<file path="src/rtl/duty_gen_if.sv">
`default_nettype none
// ============================================================================
// Module      : duty_gen_if
// Description : Control/status bundle between a duty-cycle generator and its
//               controller: run request, configuration load, waveform and
//               status flags.
// Revision    : 1.0 - initial release
// ============================================================================
interface duty_gen_if #(
  parameter int CW = 10
);
  logic          en;
  logic          load;
  logic [CW-1:0] period_in;
  logic [CW-1:0] high_in;
  logic          ft;
  logic          cyc_done;
  logic          active;
  logic          cfg_err;

  // Controller side: issues requests and configuration, observes status.
  modport master (
    output en, load, period_in, high_in,
    input  ft, cyc_done, active, cfg_err
  );

  // Generator side.
  modport slave (
    input  en, load, period_in, high_in,
    output ft, cyc_done, active, cfg_err
  );
endinterface
`default_nettype wire

</file>
<file path="src/rtl/duty_gen.sv">
`default_nettype none
// ============================================================================
// Module      : duty_gen
// Description : Programmable period/high-time waveform generator. Loads are
//               validated, held pending and applied only at period
//               boundaries (or immediately while idle), so every emitted
//               period is complete and uses a single (P,H) pair. Stopping
//               lets the current period finish.
// Revision    : 1.0 - initial release
// ============================================================================
module duty_gen #(
  parameter int CW   = 10,
  parameter int PMIN = 20,
  parameter int PMAX = 500
) (
  input  logic      inclk0,
  input  logic      rst_n,
  duty_gen_if.slave bus
);

  localparam logic [CW-1:0] c_pmin = CW'(PMIN);
  localparam logic [CW-1:0] c_pmax = CW'(PMAX);
  localparam logic [CW-1:0] c_one  = CW'(1);

  typedef enum logic [0:0] {
    IDLE = 1'b0,
    RUN  = 1'b1
  } state_t;

  state_t        r_state;
  logic [CW-1:0] r_cnt;
  logic [CW-1:0] r_pa;
  logic [CW-1:0] r_ha;
  logic [CW-1:0] r_pn;
  logic [CW-1:0] r_hn;
  logic          r_pend;
  logic          r_ok;
  logic          r_err;
  logic          r_ft;
  logic          r_cyc_done;
  logic          r_active;

  logic          w_accept;
  logic          w_reject;
  logic          w_last;
  logic          w_take_pend;
  state_t        w_nxt_state;
  logic [CW-1:0] w_nxt_cnt;
  logic [CW-1:0] w_nxt_pa;
  logic [CW-1:0] w_nxt_ha;

  // A load is legal only with an in-range period and a high time that fits.
  assign w_accept = bus.load
                  && (bus.period_in >= c_pmin)
                  && (bus.period_in <= c_pmax)
                  && (bus.high_in   <= bus.period_in);
  assign w_reject = bus.load && !w_accept;

  // Last cycle of the current period; Pa is never below PMIN while running.
  assign w_last = (r_cnt == (r_pa - c_one));

  // Next state, counter and active pair; pending data is taken while idle or
  // at a period boundary, using the pend value present at the start of the
  // cycle so a load landing in the boundary cycle waits one more period.
  always_comb begin
    w_nxt_state = r_state;
    w_nxt_cnt   = r_cnt;
    w_nxt_pa    = r_pa;
    w_nxt_ha    = r_ha;
    w_take_pend = 1'b0;
    case (r_state)
      IDLE: begin
        w_nxt_cnt = '0;
        if (r_pend) begin
          w_nxt_pa    = r_pn;
          w_nxt_ha    = r_hn;
          w_take_pend = 1'b1;
        end
        if (bus.en && r_ok) begin
          w_nxt_state = RUN;
        end
      end
      RUN: begin
        if (w_last) begin
          w_nxt_cnt = '0;
          if (r_pend) begin
            w_nxt_pa    = r_pn;
            w_nxt_ha    = r_hn;
            w_take_pend = 1'b1;
          end
          if (!bus.en) begin
            w_nxt_state = IDLE;
          end
        end else begin
          w_nxt_cnt = r_cnt + c_one;
        end
      end
      default: begin
        w_nxt_state = IDLE;
        w_nxt_cnt   = '0;
      end
    endcase
  end

  // State, configuration registers and outputs; outputs are computed from
  // next-cycle values so they line up with the registered counter.
  always_ff @(posedge inclk0 or negedge rst_n) begin
    if (!rst_n) begin
      r_state    <= IDLE;
      r_cnt      <= '0;
      r_pa       <= '0;
      r_ha       <= '0;
      r_pn       <= '0;
      r_hn       <= '0;
      r_pend     <= 1'b0;
      r_ok       <= 1'b0;
      r_err      <= 1'b0;
      r_ft       <= 1'b0;
      r_cyc_done <= 1'b0;
      r_active   <= 1'b0;
    end else begin
      r_state <= w_nxt_state;
      r_cnt   <= w_nxt_cnt;
      r_pa    <= w_nxt_pa;
      r_ha    <= w_nxt_ha;

      if (w_accept) begin
        r_pn   <= bus.period_in;
        r_hn   <= bus.high_in;
        r_pend <= 1'b1;
        r_ok   <= 1'b1;
        r_err  <= 1'b0;
      end else begin
        if (w_take_pend) begin
          r_pend <= 1'b0;
        end
        if (w_reject) begin
          r_err <= 1'b1;
        end
      end

      r_ft       <= (w_nxt_state == RUN) && (w_nxt_cnt < w_nxt_ha);
      r_cyc_done <= (w_nxt_state == RUN) && (w_nxt_cnt == (w_nxt_pa - c_one));
      r_active   <= (w_nxt_state == RUN);
    end
  end

  assign bus.ft       = r_ft;
  assign bus.cyc_done = r_cyc_done;
  assign bus.active   = r_active;
  assign bus.cfg_err  = r_err;

endmodule
`default_nettype wire

</file>
<file path="src/flat_wrapper.sv">
// flat-port wrapper written by rule: the top's interface ports become plain ports
module duty_gen_flat 
#(
  parameter int CW   = 10,
  parameter int PMIN = 20,
  parameter int PMAX = 500
)
  (inclk0, rst_n, bus_en, bus_load, bus_period_in, bus_high_in, bus_ft, bus_cyc_done, bus_active, bus_cfg_err);
  duty_gen_if #(.CW(CW)) bus_i ();
  input  logic inclk0;
  input  logic rst_n;
  input wire logic [$bits(bus_i.en)-1:0] bus_en;
  input wire logic [$bits(bus_i.load)-1:0] bus_load;
  input wire logic [$bits(bus_i.period_in)-1:0] bus_period_in;
  input wire logic [$bits(bus_i.high_in)-1:0] bus_high_in;
  output wire logic [$bits(bus_i.ft)-1:0] bus_ft;
  output wire logic [$bits(bus_i.cyc_done)-1:0] bus_cyc_done;
  output wire logic [$bits(bus_i.active)-1:0] bus_active;
  output wire logic [$bits(bus_i.cfg_err)-1:0] bus_cfg_err;
  assign bus_i.en = bus_en;
  assign bus_i.load = bus_load;
  assign bus_i.period_in = bus_period_in;
  assign bus_i.high_in = bus_high_in;
  assign bus_ft = bus_i.ft;
  assign bus_cyc_done = bus_i.cyc_done;
  assign bus_active = bus_i.active;
  assign bus_cfg_err = bus_i.cfg_err;
  duty_gen #(.CW(CW), .PMIN(PMIN), .PMAX(PMAX)) u_core (.inclk0(inclk0), .rst_n(rst_n), .bus(bus_i));
endmodule
</file>
<file path="config.mk">
export PLATFORM = sky130hd
export DESIGN_NAME = duty_gen_flat
export DESIGN_NICKNAME = d
export VERILOG_FILES = /design/src/rtl/duty_gen_if.sv /design/src/rtl/duty_gen.sv /design/src/flat_wrapper.sv
export SDC_FILE = /design/constraint.sdc
export NUM_CORES = 1
export LEC_CHECK = 0
export BUFFER_PORTS_ARGS = -buffer_cell sky130_fd_sc_hd__buf_2
export CORE_ASPECT_RATIO = 0.75
export CORE_MARGIN = 2
export CORE_UTILIZATION = 61
export CTS_BUF_LIST = sky130_fd_sc_hd__clkbuf_4
export CTS_CLUSTER_SIZE = 40
export DETAILED_ROUTE_END_ITERATION = 8
export PLACE_DENSITY_LB_ADDON = 0.08
export REMOVE_ABC_BUFFERS = 1
export SLEW_MARGIN = 20
export SYNTH_ARGS = -nofsm -noshare
export SYNTH_HDL_FRONTEND = slang
export SYNTH_SLANG_ARGS = --single-unit
</file>
<file path="constraint.sdc">
create_clock -name inclk0 -period 5.6 [get_ports inclk0]
set_clock_uncertainty 0.1 [all_clocks]
set_input_delay 0.84 -clock inclk0 [delete_from_list [all_inputs] [get_ports inclk0]]
set_output_delay 0.84 -clock inclk0 [all_outputs]
set_load 0.005 [all_outputs]
</file>
* After elaboration in Yosys (flattened, before gate mapping)
Index checks and enable logic that the tools add are counted.
** Storage, ports and cells
- Flip-flop bits (word level) :: 56
- Input port bits :: 24
- Logic and storage cells :: 50
- Output and inout port bits :: 4
** Operators by class
- Equality and inequality tests :: 2
- Reductions and logical operators :: 10
- $add $sub $neg :: 3
- $lt $le $gt $ge :: 4
- Bitwise logic cells :: 1
- Multiplexer cells :: 19
** Operators by type and width (count)
- $pmux W10 S2 :: 3
- $mux W10 :: 5
- $eq A10 B10 Y1 :: 2
- $sub A10 B1 Y10 const B :: 2
- $add A10 B1 Y10 const B :: 1
- $ge A10 B5 Y1 const B :: 1
- $le A10 B10 Y1 :: 1
- $le A10 B9 Y1 const B :: 1
- $lt A10 B10 Y1 :: 1
- $mux W1 :: 9
- $logic_and A1 B1 Y1 :: 7
- $pmux W1 S2 :: 2
- $reduce_bool A2 Y1 :: 2
- $logic_not A1 Y1 :: 1
- $not A1 Y1 :: 1

* Depth between registers and ports, before layout
- Word-level depth :: 8
- Depth in mapped cells :: 20
- Gate-level depth less buffers :: 18

* Least setup slack after synthesis
No wires, ideal clock.
- Path type :: reg2reg
- Start :: reg u_core.r_pa[0]
- End :: reg u_core.r_cyc_done, in the netlist u_core.bus.cyc_done
- Cell stages (with the launch flop) :: 17
- Data required time :: 5.393 ns
- Arrival :: 4.131 ns
- Library setup time :: 0.107 ns
- Path buffers :: 2
- Period minus slack after synthesis :: 4.338 ns
- Path slack :: 1.262 ns
- Path through :: dfrtp_1 inv_1 ha_1 nor2b_1 o311a_1 a2111oi_4 o211a_1 buf_2 buf_2 mux2i_1 ha_1 and2_1 nand2_1 mux2i_1 a21oi_1 or4_4 a2111oi_4
** Between the ends
- Cells in the longest elaborated chain, start to end :: 7
- Elaborated cells between the ends (all ways) :: 12
- Classes of those cells :: add/sub: 2; eq/ne: 2; mux: 7; reduce/logical: 1
** Ends and longest elaborated chain
- start: declaration :: line duty_gen.sv:32 : logic [CW-1:0] r_pa;
- start signal: assignment :: line duty_gen.sv:124 : r_pa <= w_nxt_pa;
- $sub A10 B1 Y10 :: line duty_gen.sv:60 : assign w_last = (r_cnt == (r_pa - c_one));
- $eq A10 B10 Y1 :: line duty_gen.sv:60
- $mux W10 :: line duty_gen.sv:84 : if (w_last) begin
- $pmux W10 S2 :: line duty_gen.sv:71 : case (r_state)
- $sub A10 B1 Y10 :: line duty_gen.sv:143 : r_cyc_done <= (w_nxt_state == RUN) && (w_nxt_cnt == (w_nxt_pa - c_one));
- $eq A10 B10 Y1 :: line duty_gen.sv:143
- $logic_and A1 B1 Y1 * :: line duty_gen.sv:143
- end signal: assignment :: line duty_gen.sv:143
- end: declaration :: line duty_gen.sv:40 : logic r_cyc_done;
Mark *: on every way between the ends. The rest lies on a longest branch, timed or not.
A chain may end at the register's enable or synchronous reset.

* Final worst setup path
- Start :: reg u_core.r_pa[2]
- End :: reg u_core.r_cyc_done, in the netlist u_core.bus.cyc_done
Same word-level chain as after synthesis.

==> results.toml <==
[clock_network]
ctsLongestPathBuffers = 2
numClockSinks = 56
htree_levels = 2
cts_setup_buffers = 0
clk_pin_slew_ps = 160
tritoncts = "done"
cts-root-buf = "clkbuf_4"
cts_made_buffers = 5
hold_buffers = 0
cts_resized = 0
clkLatencyLatePin_ps = 390

[synth]
ys_warn_count = 0
synthesis.area_sq_um = 3700
yosysUniqueCellTypes = 57
synth_seq_cells = 56
ys_seq_area_frac = 0.379
yosys_most_used_dff = "dfrtp_1"
syn_avg_cell_area_sq_um = 9.51
synth_edf_count = 0
async_flop_share = 1.00
syn_inst = 389

[detailed_routing]
drtAntennaViolNets = 0
drc = 0
wl_um = 9030
drt-wirelength-per-cell_um = 18.5
wl_met1_um = 4410
vias = 3024
vias_per_cell = 6.20
top_layer = "met4"
route.met2.wl_um = 3790
first_pass_iters = 5
met3WireLength_um = 713
drt_iter0_drc = 277

[global_route]
grt-ovfl-total = 0
grt_pass1_wl_um = 15200
grt_pass1_vias = 2998
grt_max_degree = 57
grt_usage = 0.293
antenna_found_initial = 0

[floorplan]
dieArea_sq_um = 6710
ios = 28
num_rows = 24
design.core.area_sq_um = 5830
die_w_um = 93.9
initial_core_util = 0.635
die_h_um = 71.4

[timing]
hold_violations = 0
fmaxAchievable_mhz = 208
fin_crit_sh = 0.857
setup_ws_ps = 803
setup-tns-final_ps = 0
drv_slew = 0
setup-violations-final = 0
fin_hold_ws_ps = 409
fin_crit_ps = 4800
tightest_slew_ps = 1050
maxSlewHeadroom = 0.299
rsz0062_at_grt = "false"

[critical_path]
worstPathCellList = "nor4_4 > and3_4 > a41oi_1 > a2111oi_4 > o211a_1 > mux2i_1 > ha_1 > and2_1 > nand2_1 > mux2i_1 > a21oi_1 > or4_4 > a2111oi_4"
cp_max_fo = 14
timing.rr.end = "u_core.bus.cyc_done$_DFF_PN0_"
worstPathRequired_ps = 5790
r2r_slack_ps = 800
r2r-start = "u_core.r_pa[2]$_DFF_PN0_"
cp.arrival_ps = 4990
r2r_cells = 13
critical_path.max_stage_delay_ps = 680
criticalPathCategory = "reg -> reg"
cp-start-kind = "register"
worst_setup_path_end_kind = "register"
critPathSlowestCell = "o211a_1"

[cells_and_area]
syn_to_final_growth_pct = 7.34
multi_input_area_sq_um = 2100
drive_gt1_frac = 0.159
final_nets = 455
diodes = 0
num-fill-cells = 461
ff_latch_area_sq_um = 1400

[placement]
portBuffers = 27
gp_congestion = 0.996
dp_hpwl_um = 7010
place_ws_ps = 885

[pwr]
power_density_nw_per_um2 = 511
total_power_mw = 2.03
p_leak_nw = 1.80
irDropWorstVdd_uv = 223

[worst_hold_path]
hold_path_depth = 2
min_from = "u_core.r_ha[8]$_DFF_PN0_"
holdCritPathClass = "reg -> reg"
hold_end = "u_core.r_ha[8]$_DFF_PN0_"

[status]
status = "finished, final reports clean"

[job]
maxCapViolations = 0
synthesized netlist by cell type (3+ instances only):
cell type / number / area share
a21oi_1: 8 / 0.011
clkbuf_1: 14 / 0.014
dfrtp_1: 56 / 0.38
a21o_1: 4 / 0.0081
mux2i_1: 19 / 0.051
o21a_1: 6 / 0.012
nor2_1: 27 / 0.027
nand4_1: 5 / 0.0085
nand2_1: 31 / 0.031
nor2b_1: 9 / 0.015
and2_1: 9 / 0.015
o2111ai_1: 3 / 0.0071
and3_1: 4 / 0.0068
nor3_1: 12 / 0.016
ha_1: 22 / 0.074
nand3_1: 12 / 0.016
mux2_2: 19 / 0.058
xor2_1: 11 / 0.026
o211ai_1: 10 / 0.020
o221ai_1: 3 / 0.0071
xnor2_1: 13 / 0.031
inv_1: 31 / 0.031
buf_2: 3 / 0.0041
o21ai_0: 15 / 0.020
per-layer routing:
layer	up-vias	track usage
met2	148	0.426
met1	1445	0.455
met3	15	0.0599
met5	-	0
li1	1416	-
met4	0	0.0644
layout by cell type, fill, tap and decap left out, drive strengths merged, types with 6 or more instances in the layout:
cell,n
nand3,12
nor3,12
a21oi,8
xnor2,13
xor2,11
o211ai,10
nand2,31
o21a,6
dfrtp,56
mux2i,19
and2,9
buf,32
nor2,27
nor2b,9
o21ai,17
ha,22
inv,32
mux2,19
cell families after synthesis:
logic type,count (synthesis),synth area share
simple gates,126,0.177
buf+inv,50,0.0538
flops,56,0.379
fa+ha+maj,22,0.0744
mux,38,0.109
xor+xnor,24,0.0568
compound gates,73,0.150
report_power, final:
group	total [mW]	internal [mW]	switching (mW)
sequential	0.702	0.529	0.173
clock	0.231	0.0966	0.134
combinational	1.10	0.481	0.616
total	2.03	1.11	0.923
worst max-delay path by stage:
stage                                         end                     start  slack (ps)
global route        u_core.bus.cyc_done$_DFF_PN0_  u_core.r_pa[2]$_DFF_PN0_         470
detailed placement  u_core.bus.cyc_done$_DFF_PN0_  u_core.r_pa[2]$_DFF_PN0_         880
global placement    u_core.bus.cyc_done$_DFF_PN0_  u_core.r_pa[2]$_DFF_PN0_        1010
finish              u_core.bus.cyc_done$_DFF_PN0_  u_core.r_pa[2]$_DFF_PN0_         800
CTS                 u_core.bus.cyc_done$_DFF_PN0_  u_core.r_pa[2]$_DFF_PN0_         830
floorplan           u_core.bus.cyc_done$_DFF_PN0_  u_core.r_pa[0]$_DFF_PN0_        1130
state kept, by name (all words and copies together), names as in the netlist:
signal	flops
u_core.r_pa	10
u_core.r_pend	1
u_core.bus.cfg_err	1
u_core.bus.ft	1
u_core.r_cnt	10
u_core.r_ok	1
u_core.r_state	1
u_core.r_ha	10
u_core.r_pn	10
u_core.r_hn	10
u_core.bus.cyc_done	1
cell type report:
class | count | area share
clock buffers | 5 | 0.00945
clock inverters | 3 | 0.0117
inverters | 31 | 0.0293
multi-input cells | 283 | 0.529
flip-flops and latches | 56 | 0.353
well taps | 78 | 0.0246
repair buffers | 32 | 0.0435
stage by stage:
step,cell area (sq um),utilization,instances
global placement,3890,0.667,480
global route,3970,0.682,488
CTS,3970,0.682,488
floorplan,3620,-,370
finish,3970,0.682,488
detailed placement,3890,0.667,480
worst max-delay path: cells and delay by family, from the launching register on:
kind | cells | cell delay [ps]
AOI/OAI and AO/OA | 5 | 1770
adders and majority gates | 1 | 300
DFF | 1 | 540
muxes | 2 | 480
and+or+nand+nor | 5 | 1500
No activity file was read; power rests on OpenSTA's default activity.
